`config.mk`:
```
export PLATFORM = sky130hd
export DESIGN_NAME = syscall_unit
export DESIGN_NICKNAME = d
export VERILOG_FILES = /design/src/rtl/syscall_pkg.sv /design/src/rtl/syscall_bin2dec.sv /design/src/rtl/syscall_unit.sv
export SDC_FILE = /design/constraint.sdc
export NUM_CORES = 1
export LEC_CHECK = 0
export ABC_AREA = 1
export CORE_MARGIN = 2
export CORE_UTILIZATION = 60
export DETAILED_ROUTE_END_ITERATION = 16
export PLACE_DENSITY = 0.86
export SETUP_SLACK_MARGIN = 0.4
export SLEW_MARGIN = 20
export SYNTH_ARGS = -nofsm -noshare
export SYNTH_HDL_FRONTEND = slang
export SYNTH_SLANG_ARGS = --single-unit
```
`constraint.sdc`:
```
create_clock -name clk -period 9.1 [get_ports clk]
set_clock_uncertainty 0.05 [all_clocks]
set_input_delay 1.82 -clock clk [delete_from_list [all_inputs] [get_ports clk]]
set_output_delay 1.82 -clock clk [all_outputs]
set_load 0.05 [all_outputs]
```
`src/rtl/syscall_pkg.sv`:
```
// Shared constants for the syscall unit: service numbers, FSM encoding,
// the decimal power table and the ASCII bytes the console stream is built from.
package syscall_pkg;

    localparam logic [31:0] SVC_PRINT_INT  = 32'd1;
    localparam logic [31:0] SVC_EXIT       = 32'd10;
    localparam logic [31:0] SVC_PRINT_CHAR = 32'd11;
    localparam logic [31:0] SVC_PRINT_HEX  = 32'd34;

    localparam logic [7:0] ASCII_0     = 8'h30;
    localparam logic [7:0] ASCII_MINUS = 8'h2d;
    localparam logic [7:0] ASCII_X     = 8'h78;

    localparam logic [31:0] POW10 [0:9] = '{
        32'd1, 32'd10, 32'd100, 32'd1000, 32'd10000, 32'd100000,
        32'd1000000, 32'd10000000, 32'd100000000, 32'd1000000000
    };

    typedef enum logic [2:0] {
        ST_IDLE, ST_SIGN, ST_DIGIT, ST_EMIT, ST_DONE, ST_HALT
    } state_t;

    typedef enum logic [1:0] {
        MODE_CHAR, MODE_HEX, MODE_DEC
    } mode_t;

    // Byte idx of the hex stream: 0 -> '0', 1 -> 'x', 2..9 -> nibbles 7..0.
    function automatic logic [7:0] hex_byte(input logic [31:0] val,
                                            input logic [3:0]  idx,
                                            input logic        upper);
        logic [31:0] sh;
        logic [3:0]  n;
        sh = val << {idx - 4'd2, 2'b00};
        n  = sh[31:28];
        if (idx == 4'd0)
            hex_byte = ASCII_0;
        else if (idx == 4'd1)
            hex_byte = ASCII_X;
        else if (n < 4'd10)
            hex_byte = ASCII_0 + {4'd0, n};
        else
            hex_byte = (upper ? 8'h41 : 8'h61) + {4'd0, n} - 8'd10;
    endfunction

endpackage

```
`src/rtl/syscall_bin2dec.sv`:
```
// Serial binary-to-decimal digit generator: one compare/subtract per step,
// walking powers of ten from 10^9 down to 10^0 and suppressing leading zeros.
module syscall_bin2dec
    import syscall_pkg::*;
(
    input  logic        clk,
    input  logic        rst,
    input  logic        load,
    input  logic [31:0] load_val,
    input  logic        step,
    input  logic        next,
    output logic        digit_final,
    output logic        digit_emit,
    output logic [3:0]  digit_val,
    output logic        digit_last
);

    logic [31:0] mag;
    logic [3:0]  k;
    logic [3:0]  d;
    logic        started;

    assign digit_final = (mag < POW10[k]);
    assign digit_emit  = (d != 4'd0) || started || (k == 4'd0);
    assign digit_val   = d;
    assign digit_last  = (k == 4'd0);

    always_ff @(posedge clk or negedge rst) begin
        if (!rst) begin
            mag     <= 32'd0;
            k       <= 4'd9;
            d       <= 4'd0;
            started <= 1'b0;
        end else if (load) begin
            mag     <= load_val;
            k       <= 4'd9;
            d       <= 4'd0;
            started <= 1'b0;
        end else if (step) begin
            mag <= mag - POW10[k];
            d   <= d + 4'd1;
        end else if (next) begin
            d       <= 4'd0;
            started <= started || digit_emit;
            if (k != 4'd0)
                k <= k - 4'd1;
        end
    end

endmodule

```
`src/rtl/syscall_unit.sv`:
```
// Syscall service unit: stalls decode and streams console bytes for print services,
// or halts the core. Define SYSCALL_TRACE_EN to log accepted syscalls.
module syscall_unit
    import syscall_pkg::*;
#(
    parameter int HEX_UPPER = 0
) (
    input  logic        clk,
    input  logic        rst,
    input  logic        syscall_valid,
    input  logic [31:0] pc,
    input  logic [31:0] v0_data,
    input  logic [31:0] a0_data,
    output logic        stall,
    output logic        halted,
    output logic        out_valid,
    output logic [7:0]  out_data,
    input  logic        out_ready
);

    state_t      state;
    mode_t       mode;
    logic [31:0] a0_q;
    logic [3:0]  hex_idx;
    logic        dec_last;
    logic        accept;

    logic        digit_final, digit_emit, digit_last;
    logic [3:0]  digit_val;

    assign accept = (state == ST_IDLE) && syscall_valid && !halted;
    assign stall  = (state == ST_SIGN) || (state == ST_DIGIT) || (state == ST_EMIT) || accept;

    syscall_bin2dec u_bin2dec (
        .clk         (clk),
        .rst         (rst),
        .load        (accept && (v0_data == SVC_PRINT_INT)),
        .load_val    (a0_data[31] ? (32'd0 - a0_data) : a0_data),
        .step        ((state == ST_DIGIT) && !digit_final),
        .next        ((state == ST_DIGIT) && digit_final),
        .digit_final (digit_final),
        .digit_emit  (digit_emit),
        .digit_val   (digit_val),
        .digit_last  (digit_last)
    );

    // Byte stream protocol: out_data is held while out_valid is high and only
    // retires on the edge where out_valid & out_ready; out_valid never falls otherwise.
    always_ff @(posedge clk or negedge rst) begin
        if (!rst) begin
            state     <= ST_IDLE;
            mode      <= MODE_CHAR;
            a0_q      <= 32'd0;
            hex_idx   <= 4'd0;
            dec_last  <= 1'b0;
            halted    <= 1'b0;
            out_valid <= 1'b0;
            out_data  <= 8'h00;
        end else begin
            case (state)
                ST_IDLE: begin
                    if (accept) begin
                        a0_q <= a0_data;
                        case (v0_data)
                            SVC_EXIT: begin
                                state  <= ST_HALT;
                                halted <= 1'b1;
                            end
                            SVC_PRINT_CHAR: begin
                                state     <= ST_EMIT;
                                mode      <= MODE_CHAR;
                                out_valid <= 1'b1;
                                out_data  <= a0_data[7:0];
                            end
                            SVC_PRINT_HEX: begin
                                state     <= ST_EMIT;
                                mode      <= MODE_HEX;
                                hex_idx   <= 4'd0;
                                out_valid <= 1'b1;
                                out_data  <= ASCII_0;
                            end
                            SVC_PRINT_INT: begin
                                mode <= MODE_DEC;
                                if (a0_data[31]) begin
                                    state     <= ST_SIGN;
                                    out_valid <= 1'b1;
                                    out_data  <= ASCII_MINUS;
                                end else begin
                                    state <= ST_DIGIT;
                                end
                            end
                            default: state <= ST_DONE;
                        endcase
                    end
                end
                ST_SIGN: begin
                    if (out_ready) begin
                        out_valid <= 1'b0;
                        state     <= ST_DIGIT;
                    end
                end
                ST_DIGIT: begin
                    if (digit_final && digit_emit) begin
                        out_valid <= 1'b1;
                        out_data  <= ASCII_0 + {4'd0, digit_val};
                        dec_last  <= digit_last;
                        state     <= ST_EMIT;
                    end
                end
                ST_EMIT: begin
                    if (out_ready) begin
                        case (mode)
                            MODE_HEX: begin
                                if (hex_idx == 4'd9) begin
                                    out_valid <= 1'b0;
                                    state     <= ST_DONE;
                                end else begin
                                    hex_idx  <= hex_idx + 4'd1;
                                    out_data <= hex_byte(a0_q, hex_idx + 4'd1, HEX_UPPER != 0);
                                end
                            end
                            MODE_DEC: begin
                                out_valid <= 1'b0;
                                state     <= dec_last ? ST_DONE : ST_DIGIT;
                            end
                            default: begin
                                out_valid <= 1'b0;
                                state     <= ST_DONE;
                            end
                        endcase
                    end
                end
                ST_DONE: state <= ST_IDLE;
                ST_HALT: state <= ST_HALT;
                default: state <= ST_IDLE;
            endcase
        end
    end

`ifdef SYSCALL_TRACE_EN
    always_ff @(posedge clk) begin
        if (rst && accept) begin
            $display("@%08h: syscall $v0=%0d $a0=%08h", pc, v0_data, a0_data);
            if (v0_data == SVC_EXIT)
                $display("@%08h: exit", pc);
        end
    end
`else
    logic pc_unused;
    assign pc_unused = ^pc;
`endif

endmodule

```
---- Word level (Yosys, flattened, before mapping) ----
Memories as Yosys holds them, arrays and structs flattened.
Cells that the tools add are included.
operators by class
  $add $sub $neg .......................... 10
  multipliers ............................. 0
  div/mod/pow operators ................... 0
  magnitude comparators ................... 3
  equality and inequality tests ........... 24
  shift-type cells ........................ 1
  multiplexer cells ....................... 52
  bitwise gates (word level) .............. 1
  reductions and logical operators ........ 38
operators with widths
  kind                                                   count
  two-way mux 32 bit                                     5
  two-way mux 8 bit                                      9
  equality test 32 x 4 -> 1 bit, second input constant   2
  two-way mux 4 bit                                      12
  case mux 8 bit (3 select lines)                        2
  equality test 32 x 1 -> 1 bit, second input constant   1
  equality test 32 x 6 -> 1 bit, second input constant   1
  less-than comparator 32 bit                            1
  left shift 32 x 6 -> 32 bit                            1
  subtractor 1 x 32 -> 32 bit, first input constant      1
  subtractor 32 bit                                      1
  two-way mux 3 bit                                      6
  AND reduction 8 bit                                    2
  case mux 3 bit (5 select lines)                        1
  adder 6 x 4 -> 7 bit, first input constant             2
  nonzero test 4 bit                                     3
  two-way mux 1 bit                                      10
  case mux 3 bit (3 select lines)                        1
  AND reduction 3 bit                                    3
  nonzero test 3 bit                                     3
  adder 4 x 1 -> 4 bit, second input constant            2
  adder 7 x 4 -> 8 bit, first input constant             1
  zero test 4 bit                                        2
  inequality test 2 x 1 -> 1 bit, second input constant  4
  other kinds (32)                                       53
word-level totals
  register bits after elaboration ......... 93
  latch bits .............................. 0
  memory bits (writable) .................. 0
  bits in read-only memories .............. 512
  input port bits ......................... 100
  output and inout bits ................... 11
  logic and storage cells ................. 142
  memories ................................ 1
memories
  name             depth  width  read ports  clocked after Yosys merged registers in  wr ports  RTL line               RTL
  (no name shown)  16     32     1           0                                        0         syscall_bin2dec.sv:40  mag <= mag - POW10[k];

---- Depth between registers and ports, before layout ----
Gate-level depths: netlist (run 1).
  depth in word-level cells ............... 12
  mapped depth ............................ 21
  mapped depth without buffers ............ 20

---- Hierarchy ----
Synthesis (run 1) repeated with hierarchy kept, for this count alone.
unflattened totals
  cells, all modules ...................... 1381
  area, all modules ....................... 8516.9 sq um
by module, submodules not included
  module           times used  cells each  area an instance (sq um)
  syscall_bin2dec  1           722         4439.3
  syscall_unit     1           659         4077.7

---- Least setup slack after synthesis (run 1) ----
Ideal clock, no wire load.
  path kind ............................... input to output
  start point ............................. input port syscall_valid
  end point ............................... output port stall
  arrival ................................. 2710 ps
  setup slack ............................. 4520 ps
  cell stages on the path ................. 4
  cells stage by stage .................... nand3_4 nand2_1 inv_1 nor2_1
on the way
  longest elaborated chain between the ends .. 3
RTL lines
  what                             RTL line            RTL
  start: declaration               syscall_unit.sv:10  input logic syscall_valid,
  logical AND 1 bit (2 in series)  syscall_unit.sv:31  assign accept = (state == ST_IDLE) && syscall_valid && !halted;
  logical OR 1 bit                 syscall_unit.sv:32  assign stall = (state == ST_SIGN) || (state == ST_DIGIT) || (state == ST_EMIT) || accept;
  end: declaration                 syscall_unit.sv:14  output logic stall,
Every way passes these cells.

---- Worst setup path after layout (run 1) ----
Same ends and word-level chain as after synthesis.

==> flow_summary.json, run 1 <==
{
  "r2r_cells": 19,
  "core-area_um2": 13900,
  "area_delta_synth_final_pct": 13.7,
  "start_kind": "input port",
  "place.gp.congestion": 0.996,
  "switching_share_pct": 26.3,
  "io_buffers": 78,
  "grt_overflow_total": 0,
  "power.density_nw_per_um2": 93.2,
  "drc": 0,
  "worstSetupPathType": "in -> out",
  "final_util_pct": 70.1,
  "cts_made_buffers": 9,
  "yosysWarnings": 0,
  "dr.first_iter.drc_count": 731,
  "synth_edf_count": 0,
  "fillers": 1255,
  "wirelength_mm": 24.8,
  "dieArea_um2": 15300,
  "drt-wirelength-per-cell_um": 14.9,
  "seqPwrFrac_pct": 45.4,
  "antenna_found_initial": 0,
  "reg2reg_to": "u_bin2dec.mag[16]$_DFFE_PN0P_",
  "ant_nets": 0,
  "synthTopCellsByCount": "nand2_1 (539), inv_1 (180), nor2_1 (128)",
  "worst_setup_path_end_kind": "output pin",
  "final_layout_size_suffix_gt1_share_pct": 4.23,
  "power.leakage_nw": 5.25,
  "hpwl_mm": 19.4,
  "relSlewSlack_pct": 46.0,
  "clockBufferDepth": 2,
  "p_clk_share_pct": 45.3,
  "finalMaxSlewViolations": 0,
  "grtUsageTotal_pct": 33.7,
  "seq_area_um2": 2330,
  "p_int_mw": 0.671,
  "fin_nets": 1629,
  "grt_first_pass_wirelength_mm": 40.3,
  "syn_inst": 1420,
  "postCtsResizedCells": 0,
  "cp-startpoint": "syscall_valid",
  "synth_top_area_share_pct": 26.5,
  "rrSetupSlack_ns": 4.96,
  "synth-seq-cells": 93,
  "tightest_slew_ns": 0.807,
  "clk_pin_slew_ns": 0.07,
  "antenna_cells": 0,
  "synthArstFlopShare_pct": 100,
  "fin_setup_tns_ns": 0,
  "max-vdd-ir-drop_mv": 0.0920,
  "cts_hold_buf": 0,
  "path_max_fanout": 61,
  "synth_top_cell_by_area": "dfrtp_1",
  "cts_tree": "yes",
  "cap_violations": 0,
  "crit_end": "stall",
  "htree_levels": 3,
  "grt_pass1_vias": 8364,
  "yosysSeqAreaShare_pct": 27.1,
  "grt_max_degree": 62,
  "yosys-top-cells-area": "dfrtp_1 (27%), nand2_1 (24%), inv_1 (7.9%), ha_1 (6.6%), nand3_1 (6.1%)",
  "synth_area_um2": 8590,
  "synth.distinct_cells": 42,
  "max_freq_mhz": 169,
  "hold_class": "reg -> reg",
  "switchingPower_mw": 0.239,
  "grt_setup_unrepaired": "no",
  "cp.arrival_ns": 4.05,
  "reg2reg_from": "u_bin2dec.k[0]$_DFFE_PN1P_",
  "dr_wl_met2_mm": 11.5,
  "ys.flop_type": "dfrtp_1",
  "clock-root-buffer": "clkbuf_16",
  "synth.most_common_cell": "nand2_1",
  "finalSetupViolCount": 0,
  "dr.pass1.iters": 5,
  "multi_input_area_um2": 5360,
  "via_per_inst": 5.54,
  "vias": 9237,
  "combPwrFrac_pct": 9.4,
  "hold_ws_ns": 0.428,
  "die_w_um": 124,
  "cts_setup_buffers": 0,
  "worstPathRequired_ns": 7.23,
  "status": "finished clean",
  "row_count": 43,
  "insertion_delay_ns": 0.37,
  "start_util_pct": 61.6,
  "wl_met3_mm": 1.68,
  "post-route-min-period_ns": 5.92,
  "syn_nets": 1566,
  "avgSynthCellArea_um2": 6.05,
  "io_pins": 111,
  "final_cells": 1668,
  "die_height_um": 124,
  "dp.cells": 1652,
  "cts_sinks": 93,
  "wl_met1_mm": 10.8,
  "period_share_pct": 65.1,
  "hold_viol": 0,
  "top_layer_used": "met4",
  "p_total_mw": 0.910
}
## per-layer routing
metal,GRT usage [%],vias to the layer above
met4,13.1,0
li1,-,4615
met1,45.1,4217
met5,0,-
met2,55.2,344
met3,4.90,61
## how the worst min path moves through the flow
stage	from	to	slack [ns]	cells past startpoint
after CTS	out_valid$_DFFE_PN0P_	out_valid$_DFFE_PN0P_	0.43	2
after detailed placement	out_valid$_DFFE_PN0P_	out_valid$_DFFE_PN0P_	0.41	2
after global placement	out_valid$_DFFE_PN0P_	out_valid$_DFFE_PN0P_	0.41	2
final	out_valid$_DFFE_PN0P_	out_valid$_DFFE_PN0P_	0.43	2
after floorplan	a0_q[16]$_DFFE_PN0P_	a0_q[16]$_DFFE_PN0P_	0.40	2
after global routing	u_bin2dec.mag[6]$_DFFE_PN0P_	u_bin2dec.mag[6]$_DFFE_PN0P_	0.45	2
## layout make-up
type / count / share of cell area, %
Multi-Input combinational cell: 1104 / 54.9
Sequential cell: 93 / 23.9
Timing Repair Buffer: 82 / 8.28
Inverter: 193 / 7.42
Clock buffer: 9 / 2.31
Tap cell: 180 / 2.31
Clock inverter: 7 / 0.897
## state kept, by name, summed over array words and instances, names as in the netlist
name / cells
a0_q: 32
u_bin2dec.mag: 32
out_data: 8
hex_idx: 4
u_bin2dec.digit_val: 4
u_bin2dec.k: 4
state: 3
mode: 2
dec_last: 1
halted: 1
out_valid: 1
u_bin2dec.started: 1
## stage by stage
step	instance area, µm²	setup WS (ns)
final	9760	3.18
after global routing	9760	3.01
after CTS	9760	3.17
after detailed placement	9450	3.17
after global placement	9450	3.19
after floorplan	8590	4.52
## power by group through the flow
stage	Sequential (mW)	Combinational, mW	Clock, mW
3_3_place_gp	0.421	0.0841	0
3_5_place_dp	0.421	0.0846	0
2_1_floorplan	0.421	0.0293	0
5_1_grt	0.413	0.0943	0.428
6_report	0.413	0.0851	0.412
4_1_cts	0.413	0.0851	0.412
## kinds of logic after synthesis
family | count (synthesis) | share of synthesized area, %
xor gates and xnor gates | 37 | 3.77
and+or+nand+nor | 842 | 40.6
AOI/OAI and AO/OA | 179 | 11.3
buffers and inverters | 223 | 10.4
DFF | 93 | 27.1
adders and majority gates | 46 | 6.79
## critical path, cell delays in order
cell and delay [ns]:
clkdlybuf4s50_1 0.50, nand3_4 0.45, nand2_1 0.26, inv_1 0.09, nor2_1 0.11, clkdlybuf4s50_1 0.81
## layout by cell type (no fill, tap or decap), types with 2 or more instances in the layout
| cell | count |
|---|---|
| nor3_1 | 15 |
| nand2_1 | 539 |
| o211ai_1 | 4 |
| xnor2_1 | 5 |
| inv_6 | 3 |
| clkbuf_16 | 9 |
| o22ai_1 | 3 |
| nor4_1 | 4 |
| nand2_2 | 8 |
| nand3b_1 | 3 |
| buf_4 | 5 |
| o21ai_2 | 6 |
| dfrtp_1 | 91 |
| a21oi_1 | 49 |
| nand3_1 | 104 |
| ha_1 | 45 |
| inv_8 | 2 |
| nor2_2 | 6 |
| clkdlybuf4s50_1 | 77 |
| nand4_1 | 26 |
| and2_1 | 3 |
| dfstp_2 | 2 |
| o21bai_1 | 5 |
| nand2_4 | 2 |
| inv_1 | 180 |
| o21ai_0 | 99 |
| nor2_1 | 128 |
| xor2_1 | 32 |
| o21ai_1 | 7 |
| inv_2 | 12 |
Power figures use the tool's default switching activity.
==> inputs of run 2 (changes only) <==
--- a/config.mk
+++ b/config.mk
@@ -7,9 +7,9 @@
 export LEC_CHECK = 0
 export ABC_AREA = 1
 export CORE_MARGIN = 2
-export CORE_UTILIZATION = 60
+export CORE_UTILIZATION = 57
 export DETAILED_ROUTE_END_ITERATION = 16
-export PLACE_DENSITY = 0.86
+export PLACE_DENSITY = 0.82
 export SETUP_SLACK_MARGIN = 0.4
 export SLEW_MARGIN = 20
 export SYNTH_ARGS = -nofsm -noshare
==> constraint.sdc (replaced) <==
create_clock -name clk -period 5.5 [get_ports clk]
set_clock_uncertainty 0.05 [all_clocks]
set_input_delay 1.1 -clock clk [delete_from_list [all_inputs] [get_ports clk]]
set_output_delay 1.1 -clock clk [all_outputs]
set_load 0.05 [all_outputs]
==> run 2 against run 1 <==
Power grew 62%. Global-route usage shrank 1.8 points. Clock-buffer cell count is the same. Sequential cell count is the same. Cell area is essentially flat. Final cell count grew 0.36%. Critical path type unchanged.
==> flow_summary.json, run 2 (synthesized netlist as in run 1, its figures left out) <==
{
  "grt_setup_unrepaired": "no",
  "cap_violations": 0,
  "top_regs": "a0_q x32, u_bin2dec.mag x32, out_data x8",
  "tightest_slew_ns": 0.700,
  "finalSetupViolCount": 0,
  "cp.arrival_ns": 3.34,
  "dr.pass1.iters": 6,
  "hold_class": "reg -> reg",
  "final_cells": 1674,
  "worst_slack_ns": 1.01,
  "p_clk_share_pct": 44.0,
  "crit_slowest_cell": "clkdlybuf4s50_1",
  "hold_viol": 0,
  "final_common_cell": "nand2_1",
  "final_layout_size_suffix_gt1_share_pct": 4.36,
  "drt-wirelength-per-cell_um": 15.1,
  "clockBufferDepth": 2,
  "worstHoldStart": "out_valid$_DFFE_PN0P_",
  "dp.cells": 1658,
  "cpPeakStageDelay_ns": 0.81,
  "core-area_um2": 14600,
  "cp-startpoint": "syscall_valid",
  "critical_path.cell_chain": "clkdlybuf4s50_1 > nand3_4 > nand2_1 > inv_1 > nor2_1 > clkdlybuf4s50_1",
  "place.gp.congestion": 0.985,
  "period_share_pct": 81.7,
  "grt_pass1_vias": 8422,
  "switching_share_pct": 27.6,
  "postCtsResizedCells": 0,
  "wirelength_mm": 25.3,
  "combPwrFrac_pct": 9.7,
  "die_height_um": 127,
  "grtUsageTotal_pct": 32.0,
  "die_w_um": 127,
  "seqPwrFrac_pct": 46.3,
  "ant_nets": 0,
  "max_freq_mhz": 223,
  "power.leakage_nw": 5.26,
  "status": "finished clean",
  "cts_tree": "yes",
  "grt_overflow_total": 0,
  "fin_nets": 1631,
  "cts_sinks": 93,
  "hold_ws_ns": 0.430,
  "row_count": 44,
  "post-route-min-period_ns": 4.49,
  "worstSetupPathType": "in -> out",
  "fillers": 1417,
  "max-vdd-ir-drop_mv": 0.154,
  "cts_made_buffers": 9,
  "worstPathRequired_ns": 4.35,
  "worst_setup_path_end_kind": "output pin",
  "io_buffers": 78,
  "insertion_delay_ns": 0.36,
  "grt_max_degree": 62,
  "timing.critical_path.mode_cell": "clkdlybuf4s50_1",
  "fin_setup_tns_ns": 0,
  "reg2reg_from": "u_bin2dec.k[0]$_DFFE_PN1P_",
  "start_kind": "input port",
  "power.density_nw_per_um2": 151,
  "via_per_inst": 5.46,
  "drc": 0,
  "grt_first_pass_wirelength_mm": 41.3,
  "dr.first_iter.drc_count": 905,
  "place_ws_ns": 1.02,
  "relSlewSlack_pct": 53.3,
  "dieArea_um2": 16100,
  "area_delta_synth_final_pct": 13.8,
  "antenna_found_initial": 0,
  "io_pins": 111,
  "mostFrequentLayoutCells": "nand2_1 (539), inv_1 (180), nor2_1 (128), nand3_1 (104), o21ai_0 (99)",
  "antenna_cells": 0,
  "cts_hold_buf": 0,
  "vias": 9133,
  "finalMaxSlewViolations": 0,
  "clock-root-buffer": "clkbuf_16",
  "clk_pin_slew_ns": 0.07,
  "p_int_mw": 1.07,
  "switchingPower_mw": 0.407,
  "hpwl_mm": 20.0,
  "path_max_fanout": 61,
  "cts_setup_buffers": 0,
  "start_util_pct": 58.6,
  "htree_levels": 3
}
## run 2: cell types whose count changed in the layout (fill, tap and decap cells not counted)
cell       before  now
clkinv_4        1    0
bufinv_16       1    0
buf_4           5    7
clkinv_8        0    1
inv_6           3    4
## run 2: worst max-delay path, delay by kind of cell
kind	cells	cell delay, ns
buffers and inverters	3	1.41
AND/OR/NAND/NOR	3	0.83
## run 2: power by group through the flow
stage / Clock (mW) / Combinational [mW] / Sequential, mW
5_1_grt: 0.680 / 0.156 / 0.683
3_3_place_gp: 0 / 0.140 / 0.697
2_1_floorplan: 0 / 0.0484 / 0.697
3_5_place_dp: 0 / 0.141 / 0.697
6_report: 0.650 / 0.143 / 0.683
4_1_cts: 0.656 / 0.142 / 0.683
## run 2: worst paths after layout
path	to	slack [ns]	depth (start not counted)
worst max register to register	out_data[0]$_DFFE_PN0P_	1.65	18
min in group asynchronous	halted$_DFFE_PN0P_	0.65	1
worst max-delay path	stall	1.01	6
max in group asynchronous	u_bin2dec.mag[25]$_DFFE_PN0P_	3.66	2
worst min-delay path	out_valid$_DFFE_PN0P_	0.43	2
worst min register to register	out_valid$_DFFE_PN0P_	0.43	2
## run 2: layer usage
metal / routed length, µm / share of wire, % / up-vias / global-route usage [%]
met4: 649 / 2.6 / 0 / 9.83
met5: 0 / 0 / - / 0
met1: 11600 / 46 / 4158 / 43.8
met2: 11600 / 46 / 298 / 53.4
met3: 1490 / 5.9 / 48 / 3.58
li1: - / - / 4629 / -
## run 2: cell type report
class	count	area, µm²	area share (%)
flip-flops and latches	93	2330	23.8
well taps	184	230	2.36
inverters	193	724	7.41
repair buffers	84	823	8.43
clock inverters	7	73.8	0.756
multi-input cells	1104	5360	54.9
clock buffers	9	225	2.31
## run 2: through the flow
step | util (%) | total power [mW] | area, µm²
after CTS | 66.7 | 1.48 | 9770
after floorplan | - | 0.745 | 8590
after detailed placement | 64.7 | 0.838 | 9470
after global routing | 66.7 | 1.52 | 9770
final | 66.7 | 1.48 | 9770
after global placement | 64.7 | 0.837 | 9470
